===== src/rtl/pipeline_sequencer.sv =====
// -----------------------------------------------------------------------------
// pipeline_sequencer
//
// Flow-control sequencer for the three-stage arithmetic-encoder pipeline.
// It tracks a valid bit for each pipeline stage and produces one global stall
// from downstream back-pressure. At end of frame it drains the pipeline, asks
// the final range/low flush logic to run, and then pulses frame completion.
//
// Configuration macro:
//   PIPELINE_SEQ_SYMCNT_EN  defined   -> per-frame accepted-symbol counter
//                           undefined -> counter omitted, sym_count reads 0
//
// Ports:
//   clk                 single clock, rising edge
//   reset_ctrl          synchronous active-high reset
//   in_valid / in_last  symbol present at stage-1 input / last of frame
//   in_ready            symbol accepted this cycle when in_valid is high
//   out_ready           downstream packer takes the final-register contents
//   out_valid           final pipeline register holds a valid result
//   pipeline_reg_1_2    load enable, stage 1 -> 2 register
//   pipeline_reg_2_3    load enable, stage 2 -> 3 register
//   pipeline_reg_final  load enable, final register
//   stage_valid         {final, 2_3, 1_2} valid bits
//   flush_req           level request to the final flush logic
//   flush_ack           flush logic finished (only looked at in FLUSH)
//   frame_done          one-cycle end-of-frame pulse
//   sym_count           symbols accepted in the current frame
// -----------------------------------------------------------------------------
module pipeline_sequencer #(
   parameter int CNT_W = 16
) (
   input  logic             clk,
   input  logic             reset_ctrl,
   input  logic             in_valid,
   input  logic             in_last,
   output logic             in_ready,
   input  logic             out_ready,
   output logic             out_valid,
   output logic             pipeline_reg_1_2,
   output logic             pipeline_reg_2_3,
   output logic             pipeline_reg_final,
   output logic [2:0]       stage_valid,
   output logic             flush_req,
   input  logic             flush_ack,
   output logic             frame_done,
   output logic [CNT_W-1:0] sym_count
);

   typedef enum logic [1:0] {
      RUN   = 2'd0,
      DRAIN = 2'd1,
      FLUSH = 2'd2,
      DONE  = 2'd3
   } state_t;

   state_t     state_q;
   logic [2:0] v_q;
   logic [2:0] v_d;
   logic       flush_req_q;
   logic       frame_done_q;
   logic       advance;
   logic       accept;

   // The only way to stall is a full final register that downstream refuses;
   // every stage then holds so no bubble appears on release.
   assign advance = ~v_q[2] | out_ready;
   assign in_ready = advance & (state_q == RUN);
   assign accept = in_valid & in_ready;
   assign v_d = advance ? {v_q[1:0], accept} : v_q;

   assign pipeline_reg_1_2   = advance;
   assign pipeline_reg_2_3   = advance;
   assign pipeline_reg_final = advance;
   assign stage_valid        = v_q;
   assign out_valid          = v_q[2];
   assign flush_req          = flush_req_q;
   assign frame_done         = frame_done_q;

   always_ff @(posedge clk) begin
      if (reset_ctrl) begin
         state_q      <= RUN;
         v_q          <= 3'b000;
         flush_req_q  <= 1'b0;
         frame_done_q <= 1'b0;
      end else begin
         v_q          <= v_d;
         frame_done_q <= 1'b0;
         case (state_q)
            RUN: begin
               if (accept && in_last) begin
                  state_q <= DRAIN;
               end
            end
            DRAIN: begin
               // Leave as the last result is handed downstream, so flush_req
               // can never precede the final output handshake.
               if (v_d == 3'b000) begin
                  state_q     <= FLUSH;
                  flush_req_q <= 1'b1;
               end
            end
            FLUSH: begin
               if (flush_ack) begin
                  state_q      <= DONE;
                  flush_req_q  <= 1'b0;
                  frame_done_q <= 1'b1;
               end
            end
            DONE: begin
               state_q <= RUN;
            end
            default: begin
               state_q <= RUN;
            end
         endcase
      end
   end

`ifdef PIPELINE_SEQ_SYMCNT_EN
   logic [CNT_W-1:0] sym_count_q;

   always_ff @(posedge clk) begin
      if (reset_ctrl) begin
         sym_count_q <= '0;
      end else if (state_q == DONE) begin
         sym_count_q <= '0;
      end else if (accept && (sym_count_q != {CNT_W{1'b1}})) begin
         sym_count_q <= sym_count_q + {{(CNT_W-1){1'b0}}, 1'b1};
      end
   end

   assign sym_count = sym_count_q;
`else
   assign sym_count = '0;
`endif

endmodule


===== config.mk =====
export PLATFORM = sky130hd
export DESIGN_NAME = pipeline_sequencer
export DESIGN_NICKNAME = d
export VERILOG_FILES = /design/src/rtl/pipeline_sequencer.sv
export SDC_FILE = /design/constraint.sdc
export NUM_CORES = 1
export LEC_CHECK = 0
export ABC_AREA = 0
export ABC_CLOCK_PERIOD_IN_PS = 3200
export CAP_MARGIN = 20
export CORE_MARGIN = 10
export CORE_UTILIZATION = 39
export CTS_CLUSTER_SIZE = 10
export DETAILED_ROUTE_END_ITERATION = 7
export PLACE_DENSITY = 0.93
export SYNTH_ARGS = -nofsm -noshare
export SYNTH_HDL_FRONTEND = slang
export SYNTH_SLANG_ARGS = --single-unit

===== constraint.sdc =====
create_clock -name clk -period 3.2 [get_ports clk]
set_input_delay 0.32 -clock clk [delete_from_list [all_inputs] [get_ports clk]]
set_output_delay 0.32 -clock clk [all_outputs]
set_load 0.01 [all_outputs]

* Yosys cells after proc, flatten, opt, wreduce, memory -nomap -nowiden
Cells that the tools add are included.
Storage, ports and cells: word-level logic and storage cells 31, input port bits 6, flip-flop bits (word level) 7, output and inout bits 26
Cells by class: muxes and demuxes 9, bitwise logic cells 5, equal/unequal tests 6, reductions and logical operators 7
Operators by type and width (number):
- $pmux W2 S4 | 1
- $mux W2 | 3
- $reduce_and A3 Y1 | 2
- $eq A2 B2 Y1 const B | 2
- $ne A2 B2 Y1 const B | 2
- $logic_not A3 Y1 | 1
- $mux W1 | 3
- $mux W3 | 1
- $and A1 B1 Y1 | 2
- $eq A2 B1 Y1 const B | 1
- $logic_not A2 Y1 | 1
- $ne A2 B1 Y1 const B | 1
- $not A1 Y1 | 2
- $pmux W1 S2 | 1
- $reduce_bool A2 Y1 | 1
- $reduce_or A2 Y1 | 1
- $logic_and A1 B1 Y1 | 1
- $or A1 B1 Y1 | 1

* Longest topological paths before layout
word-level depth 8, depth in mapped cells 6, mapped depth without buffers 6

* Least setup slack after synthesis
OpenSTA, ideal clock, no wires.
kind register -> register, from reg state_q[0], to reg state_q[0], data arrival time 1264 ps, stages on the path, launching flop included 7, buffers on the path 0, required time 3080 ps, clock period less this slack 1384 ps, setup time 120 ps, slack 1816 ps, path through dfxtp_1 > inv_1 > ha_1 > and2_1 > o41ai_4 > nand3_2 > mux2i_1
On the way: longest elaborated chain between the ends 7, elaborated cells on any way between the ends 14, those cells by class eq/ne: 6; mux: 2; bitwise: 2; reduce/logical: 4
RTL lines:
- start, declared | RTL line 56 | state_t state_q;
- start signal, assigned | RTL line 81 | state_q <= RUN;
- start signal, assigned | RTL line 91 | state_q <= DRAIN;
- start signal, assigned | RTL line 98 | state_q <= FLUSH;
- $logic_not A2 Y1 | RTL line 67, 88
- $and A1 B1 Y1 | RTL line 67 | assign in_ready = advance & (state_q == RUN);
- $and A1 B1 Y1 | RTL line 68 | assign accept = in_valid & in_ready;
- $mux W3 | RTL line 69 | assign v_d = advance ? {v_q[1:0], accept} : v_q;
- $logic_not A3 Y1 | RTL line 97 | if (v_d == 3'b000) begin
- $ne A2 B2 Y1 (no source line)
- $reduce_and A3 Y1 (no source line)
Several ways; a longest one is shown, not always the timed one. A chain may end at the register's enable or synchronous reset.

* Final worst setup path
from in out_ready, to out in_ready
On the way: longest elaborated chain between the ends 2
RTL lines:
- start, declared | RTL line 37 | input logic out_ready,
- $or A1 B1 Y1 | RTL line 66 | assign advance = ~v_q[2] | out_ready;
- $and A1 B1 Y1 | RTL line 67
- end, declared | RTL line 36 | output logic in_ready,
Every way passes these cells.

==> results.yml <==
floorplan:
  core_area_sq_um: 1320
  rows: 13
  die_h_um: 57.6
  die_w_um: 57.6
  die_area_sq_um: 3320
  ios: 32
  start_util_pct: 41.9
setup_path:
  slowest_delay_ns: 0.49
  reg2regPathDepth: 6
  crit_buf_inv: 3
  crit_chain: "clkdlybuf4s50_1 -> nor2b_4 -> inv_1 -> and2_1 -> clkdlybuf4s50_1"
  cp_max_fo: 6
  reg2reg_slack_ns: 1.66
  critPathTopFamily: "buffers and inverters"
  worstReg2RegStart: "state_q[0]"
  rr_endpoint: "state_q[0]"
  cpMaxStageDelayCell: "clkdlybuf4s50_1"
  required_ns: 2.88
  criticalPathCategory: "primary input to output port"
  crit_path_start_kind: "primary input"
  arrival_ns: 1.76
  crit_top_cell: "clkdlybuf4s50_1"
  cp-end-kind: "output port"
placement:
  port_buffers: 15
  dpl.hpwl_mm: 1.03
  place_congestion: 0.782
  place_inst: 89
synthesis:
  syn_avg_cell_area_sq_um: 8.62
  synth_cell_type_count: 20
  syn_area_sq_um: 552
  async_flop_share_pct: 0
  yosysSeqAreaShare_pct: 25.4
  synth_warnings: 0
  ys_seq_elements: 7
  syn_inst: 64
  synth_edf_count: 0
  synthFlopType: "dfxtp_1"
route:
  vias_per_cell: 4.37
  ant_nets: 0
  vias: 406
  drc: 0
  drtPass1Iterations: 1
  wl_mm: 1.20
  drtIter0Drc: 0
  detail_route.wl_per_cell_um: 12.9
grt:
  grt-ovfl-total: 0
  grt_pass1_wl_mm: 1.94
  grt_usage_pct: 7.32
  grt_max_degree: 10
  antenna_found_initial: 0
  grt_pass1_vias: 444
layout:
  final_cells: 93
  nets: 89
  final_layout_size_suffix_gt1_share_pct: 8.97
  ff_latch_area_sq_um: 140
  multi_input_area_sq_um: 307
  final_core_util_pct: 49.9
  syn2layout_area_growth_pct: 19.0
  num_antenna_cells: 0
  nFillCells: 125
clock_tree:
  cts_hold_buf: 0
  root_buffer: "clkbuf_4"
  cts.sinks: 7
  clk_path_buf_depth: 2
  cts.htree.levels: 1
  cts_resized: 0
  cts_tree: "built"
  clk_latency_ns: 0.26
  post_cts_buffers: 0
  clk_pin_slew_worst_paths_ns: 0.05
  numCtsBuffers: 3
timing:
  slew_viol_final: 0
  rsz0062_at_grt: "false"
  setup_viol: 0
  period_needed_ns: 2.08
  fin_crit_sh_pct: 65.1
  clock.fmax_mhz: 480
  skew_ns: 0.000956
  tns_ns: 0
  hold_viol: 0
power:
  pwr-share-comb_pct: 52.8
  seqPwrFrac_pct: 28.8
  switchingPower_uw: 174
  share_clk_of_total_power_pct: 18.4
  switching_share_pct: 38.9
  p_per_area_nw_per_um2: 680
  peakVddDrop_mv: 0.249
  p_leak_nw: 0.282
  p_int_uw: 273
job:
  maxCapViolCount: 0
outcome:
  status: "complete, no violations"
min_path:
  min_to: "state_q[0]"
  min_path_type: "register to register"
  hold_start: "state_q[0]"
  whs_path_depth: 2
synthesized netlist by cell type, types with 2 or more instances:
| library cell | count | area (sq um) |
|---|---|---|
| ha_1 | 4 | 50.1 |
| a21oi_1 | 2 | 10.0 |
| nand2_1 | 6 | 22.5 |
| inv_1 | 4 | 15.0 |
| nand2b_1 | 4 | 25.0 |
| nor2_1 | 4 | 15.0 |
| dfxtp_1 | 7 | 140 |
| mux2i_1 | 2 | 20.0 |
| buf_4 | 19 | 143 |
| and2_1 | 2 | 12.5 |
final cells by class:
type / instances / area share, %
inverter: 4 / 2.29
sequential: 7 / 21.3
tap: 15 / 2.86
timing repair buffer: 15 / 22.9
clock buffer: 4 / 4.00
multi-input combinational: 48 / 46.7
routing by layer:
metal | global-route usage [%] | vias up | part of all wire [%] | routed length, um
li1 | - | 196 | - | -
met1 | 7.17 | 182 | 35 | 413
met2 | 11.3 | 24 | 50 | 593
met3 | 4.36 | 4 | 13 | 150
met4 | 5.03 | 0 | 3.2 | 38
met5 | 0 | - | 0 | 0
state kept, by name, summed over array words and instances (netlist names):
signal	flops
flush_req	1
frame_done	1
state_q	2
stage_valid	3
through the flow:
stage	hold slack (ns)	setup slack, ns	power, mW	instance area (sq um)
2_1_floorplan	0.465	1.82	0.299	608
5_1_grt	0.527	1.05	0.485	657
3_3_place_gp	0.480	1.16	0.351	631
6_report	0.497	1.12	0.447	657
3_5_place_dp	0.497	1.11	0.369	631
4_1_cts	0.504	1.11	0.456	657
worst reg2reg max path: stages, from the launching register on:
cell and delay, ns:
dfxtp_1 0.35, inv_1 0.08, ha_1 0.23, and2_1 0.22, o41ai_4 0.25, nand3_2 0.15
mux2i_1 0.14
logic make-up (layout without fill, tap and decap cells):
kind of cell / count (synthesis) / count (layout) / synth area share (%)
adders and majority gates: 4 / 4 / 9.07
buffers and inverters: 24 / 23 / 29.3
other: 1 / 16 / 0.680
and+or+nand+nor: 19 / 19 / 19.0
AOI/OAI and AO/OA: 7 / 7 / 12.9
muxes: 2 / 2 / 3.63
DFF: 7 / 7 / 25.4
worst max-delay path by stage:
stage | start | end | slack, ns | depth (start not counted)
global route | out_ready | in_ready | 1.05 | 5
detailed placement | out_ready | in_ready | 1.11 | 5
global placement | out_ready | in_ready | 1.16 | 5
finish | out_ready | in_ready | 1.12 | 5
CTS | out_ready | in_ready | 1.11 | 5
floorplan | state_q[0] | state_q[0] | 1.82 | 6
cells in the final DEF (no fill, tap or decap):
cell	instances
clkdlybuf4s50_1	15
dfxtp_1	7
o21bai_1	1
o41ai_4	1
ha_1	4
clkbuf_4	3
nand2b_1	4
inv_1	4
a2111oi_2	1
conb_1	16
and2_1	2
nor2b_4	1
a31oi_1	1
nor2_1	4
nor2b_1	1
nand3_2	1
a21oi_1	2
o21ai_0	1
clkbuf_1	1
nand2_1	6
mux2i_1	2
power by group through the flow:
stage	Combinational, mW	Sequential [mW]	Clock (mW)
final	0.236	0.129	0.0820
after global routing	0.259	0.133	0.0929
after CTS	0.240	0.129	0.0879
after detailed placement	0.239	0.131	0
after global placement	0.222	0.129	0
after floorplan	0.167	0.132	0
(Power assumes the default switching activity.)
==> variant 1, RTL diff (same flow settings) <==
Add a define of `PIPELINE_SEQ_SYMCNT_EN`.
--- a/src/rtl/pipeline_sequencer.sv
+++ b/src/rtl/pipeline_sequencer.sv
@@ -28,2 +28,4 @@
 // -----------------------------------------------------------------------------
+`define PIPELINE_SEQ_SYMCNT_EN
+
 module pipeline_sequencer #(
Check against the original RTL: not equivalent (Yosys sat finds a counterexample within 4 cycles, from zero or initial values and one cycle with reset_ctrl high).
==> variant 1 against the original RTL <==
  * Area after synthesis grew 130%
  * Routed wire length rose to 2.6 times the old value
  * Maximum frequency shrank 2.3%
  * Sequential cell count is 16 higher
  * Clock skew grew 0.0027 ns
  * Worst setup slack lost 0.050 ns
  * First-iteration DRC count up 64
  * Combinational power rose by 21%
  * Cell area rose by 150%
  * Power grew 74%
  * Sequential power grew to 2.7 times the old value
  * Count of clock-buffer cells in the layout did not move
  * Sequential share of layout area grew 6.8 points
  * Critical endpoint unchanged
==> variant 1: results (changes against the original RTL) <==
[outcome]
outcome=complete, no violations

[sta]
skew_ns=0.00365  ; +0.00269 ns
whs_ns=0.510  ; +0.0131 ns

[finish]
buffers_excl_clock=32  ; +17
nets=195  ; +120%
nNonClkInverters=6  ; +2
nMultiInputCombCells=117  ; +140%
fillCellCount=304  ; +140%
clkCellAreaFrac_pct=1.61  ; -2.4 points
buffer_area_share_pct=19.4  ; -3.4 points
register_area_um2=460  ; +230%
drive_above_1_share_pct=6.04  ; -2.9 points

[drt]
vias=1257  ; +210%
wl_met1_um=1390  ; +240%
wl_met3_um=247  ; +65%
wirelength_um=3140  ; +160%
drtIter0Drc=64  ; +64

[grt]
met3_usage_pct=4.15  ; -0.21 points
use_met2_pct=17.6  ; +6.3 points
use_met1_pct=11.4  ; +4.2 points
grt_use_total_pct=10.3  ; +2.9 points
grt_max_degree=20  ; +10

[placed_design]
gp_congestion=0.853  ; +9.2%
placed_cells=222  ; +150%
place_hpwl_um=2370  ; +130%
port_buffers=31  ; +16

[clock_tree]
clk_latency_ns=0.33  ; +0.07 ns
htree_levels=1  ; unchanged
clk_pin_slew_ns=0.13  ; +0.08 ns
cts.sinks=23  ; +16

[logic_synthesis]
muxShareOfSynthArea_pct=1.65  ; -2.0 points
syn_avg_cell_area_um2=8.33  ; -3.4%
synth_area_leaders=dfxtp_1, ha_1, or4_1, a21oi_1, o31ai_1
ys_seq_area_share_pct=35.7  ; +10 points
synthTopCellsByCount=dfxtp_1, a21oi_1, nand2_1
synth_compound_gate_area_share_pct=19.4  ; +6.5 points

[worst_setup_path]
r2r_start=state_q[1]$_SDFFE_PP0P_
crit_fanout=9  ; +3
worstReg2RegEnd=sym_count[11]$_SDFFE_PP0P_
r2r_slack_ns=1.15  ; -0.51 ns

[pwr]
cellPowerDensity_mw_per_mm2=474  ; -30%
peakVddDrop_mv=0.346  ; +39%
power_leakage_nw=0.532  ; +89%

[hold_path]
min_to=stage_valid[1]$_SDFF_PP0_
hold_start=stage_valid[1]$_SDFF_PP0_

## variant 1: cell count changes after synthesis, sizes merged, moves of 4 or more
cell | unedited run | this run
a21oi | 2 | 14
buf | 19 | 5
dfxtp | 7 | 23
nand2 | 6 | 13
nand3 | 1 | 9
nand4 | 0 | 5
nor2 | 4 | 12
o21ai | 1 | 5
o31ai | 0 | 9
or3 | 0 | 5
or4 | 0 | 10
## variant 1: metrics by stage
stage | cell area (um^2) | worst slack (ns) | power, W | util [%]
3_3_place_gp | 1610 | 1.03 | 0.000628 | 51.9
3_5_place_dp | 1610 | 1.00 | 0.000637 | 51.9
4_1_cts | 1640 | 1.06 | 0.000778 | 52.7
6_report | 1640 | 1.07 | 0.000776 | 52.7
5_1_grt | 1640 | 0.980 | 0.000827 | 52.7
2_1_floorplan | 1290 | 1.32 | 0.000528 | -
## variant 1: where the power goes
part | internal [W] | leakage, nW | switching (W)
sequential | 0.000318 | 0.186 | 0.0000297
combinational | 0.000134 | 0.331 | 0.000151
clock | 0.0000490 | 0.0150 | 0.0000941
==> variant 2, RTL diff (same settings) <==
Without the edit above. Encoding of `state_t`: now one-hot (4 bits for 4 states).
--- a/src/rtl/pipeline_sequencer.sv
+++ b/src/rtl/pipeline_sequencer.sv
@@ -48,7 +48,7 @@
 
-   typedef enum logic [1:0] {
-      RUN   = 2'd0,
-      DRAIN = 2'd1,
-      FLUSH = 2'd2,
-      DONE  = 2'd3
+   typedef enum logic [3:0] {
+      RUN   = 4'b0001,
+      DRAIN = 4'b0010,
+      FLUSH = 4'b0100,
+      DONE  = 4'b1000
    } state_t;
Behaviour: no difference found for any inputs over 10 cycles, from zero or initial values and one cycle with reset_ctrl high; not proved beyond that.
==> variant 2 against the original RTL <==
  * Area after synthesis fell by 3.6%
  * Worst setup slack got worse by 0.056 ns
  * Worst hold slack improved by 0.018 ns
  * Cell area fell by 3.0%
  * Sequential cell count rose by 2
  * Die area fell by 2.4%
  * Non-clock buffer count did not move
  * Count of clock-buffer cells in the layout did not move
  * Register-to-register slack improved by 0.04 ns
  * Global-route usage rose by 0.60 points
  * Routed wire length rose by 1.1%
Power is not compared: it rests on default switching activity, and its combinational part moved more than twofold at a synthesized area within 25%.
==> variant 2: results (changes against the original RTL) <==
[worst_setup_path]
r2r_start=state_q[3]$_SDFFE_PP0P_
r2r_cells=3  ; -3
worst-setup-path-type=reg -> out
slowest_stage=or4b_4
critPathMaxStageDelay_ns=0.57  ; +0.08 ns
arrival_ns=1.82  ; +0.06 ns
crit_fanout=4  ; -2
worstReg2RegEnd=state_q[1]$_SDFFE_PP0P_
path_delay_family=simple AND/OR/NAND/NOR gates

[drt]
drtIter0Drc=3  ; +3
wirelength_um=1210  ; +1.1%
dr.pass1.iters=2  ; +1
vias=417  ; +2.7%
viasPerCell=4.63  ; +6.1%

[hold_path]
min_to=stage_valid[1]$_SDFF_PP0_
hold_start=stage_valid[0]$_SDFF_PP0_

[finish]
sh_seq_area_pct=28.3  ; +7.0 points
drive_above_1_share_pct=8.00  ; -0.97 points
multiInputGateArea_um2=254  ; -17%
nMultiInputCombCells=45  ; -6.3%
diodes=0  ; unchanged
finalInstanceArea_um2=637  ; -3.0%
largest_reg_flops=4  ; +1
nets=82  ; -7.9%
fillCellCount=136  ; +8.8%
clkCellAreaFrac_pct=4.13  ; +0.13 points
nNonClkInverters=2  ; -2
buffer_area_share_pct=23.6  ; +0.72 points

[sta]
whs_ns=0.515  ; +0.0178 ns
maxSlewHeadroom_pct=60.7
skew_ns=0.00391  ; +0.00295 ns
fin_crit_ns=2.14  ; +0.0558 ns

[clock_tree]
cts_resized=0  ; unchanged

[floorplan]
die-area_mm2=0.00324  ; -2.4%

[logic_synthesis]
ys_seq_area_share_pct=33.9  ; +8.5 points
syn_inst=61  ; -4.7%
synth_area_leaders=dfxtp_1, buf_4, a31oi_4, nand2_1, nor4b_1
yosysTopAreaCellShare_pct=33.9  ; +8.0 points
yosysUniqueCellTypes=21  ; +5.0%
ys_ff_latch=9  ; +2
synth_enable_flop_cells=0  ; unchanged
synthTopCellsByCount=buf_4, dfxtp_1, nand2_1

[placed_design]
place_area_um2=611  ; -3.2%
place_hpwl_um=969  ; -6.3%
placed_cells=86  ; -3.4%
gp_congestion=0.717  ; -8.2%

[grt]
grt_pass1_wl_um=2070  ; +6.8%
grt_max_degree=11  ; +1
grt_use_total_pct=7.92  ; +0.60 points
grt_pass1_vias=454  ; +2.3%

[outcome]
outcome=complete, no violations

variant 2: cell types whose count changed after synthesis, moves of 2 or more:
cell      delta
nor4b_1      +2
inv_1        -2
and2_1       -2
ha_1         -4
nand2b_1     -4
mux2i_1      -2
nand3_1      +2
dfxtp_1      +2
nor3_1       +3
variant 2: layer usage:
layer  routed length, um  GRT usage (%)  vias up  part of all wire, %
li1                    -              -      203                    -
met3                 103           4.72        3                  8.5
met5                   0              0        -                    0
met1                 491           8.15      189                   41
met4                  23           5.37        0                  1.9
met2                 591           11.8       22                   49
variant 2: power by group through the flow:
stage	Clock [W]	Combinational, W	Sequential, W
finish	0.0000891	0.0000535	0.000121
global route	0.0000968	0.0000590	0.000122
CTS	0.0000901	0.0000531	0.000121
detailed placement	0	0.0000526	0.000123
global placement	0	0.0000519	0.000123
floorplan	0	0.0000457	0.000124
variant 2: cell families after synthesis:
kind of cell,share of synthesized area (%)
flip-flops,33.9
AO/OA/AOI/OAI,12.0
buffers and inverters,28.9
AND/OR/NAND/NOR,24.5
other,0.705
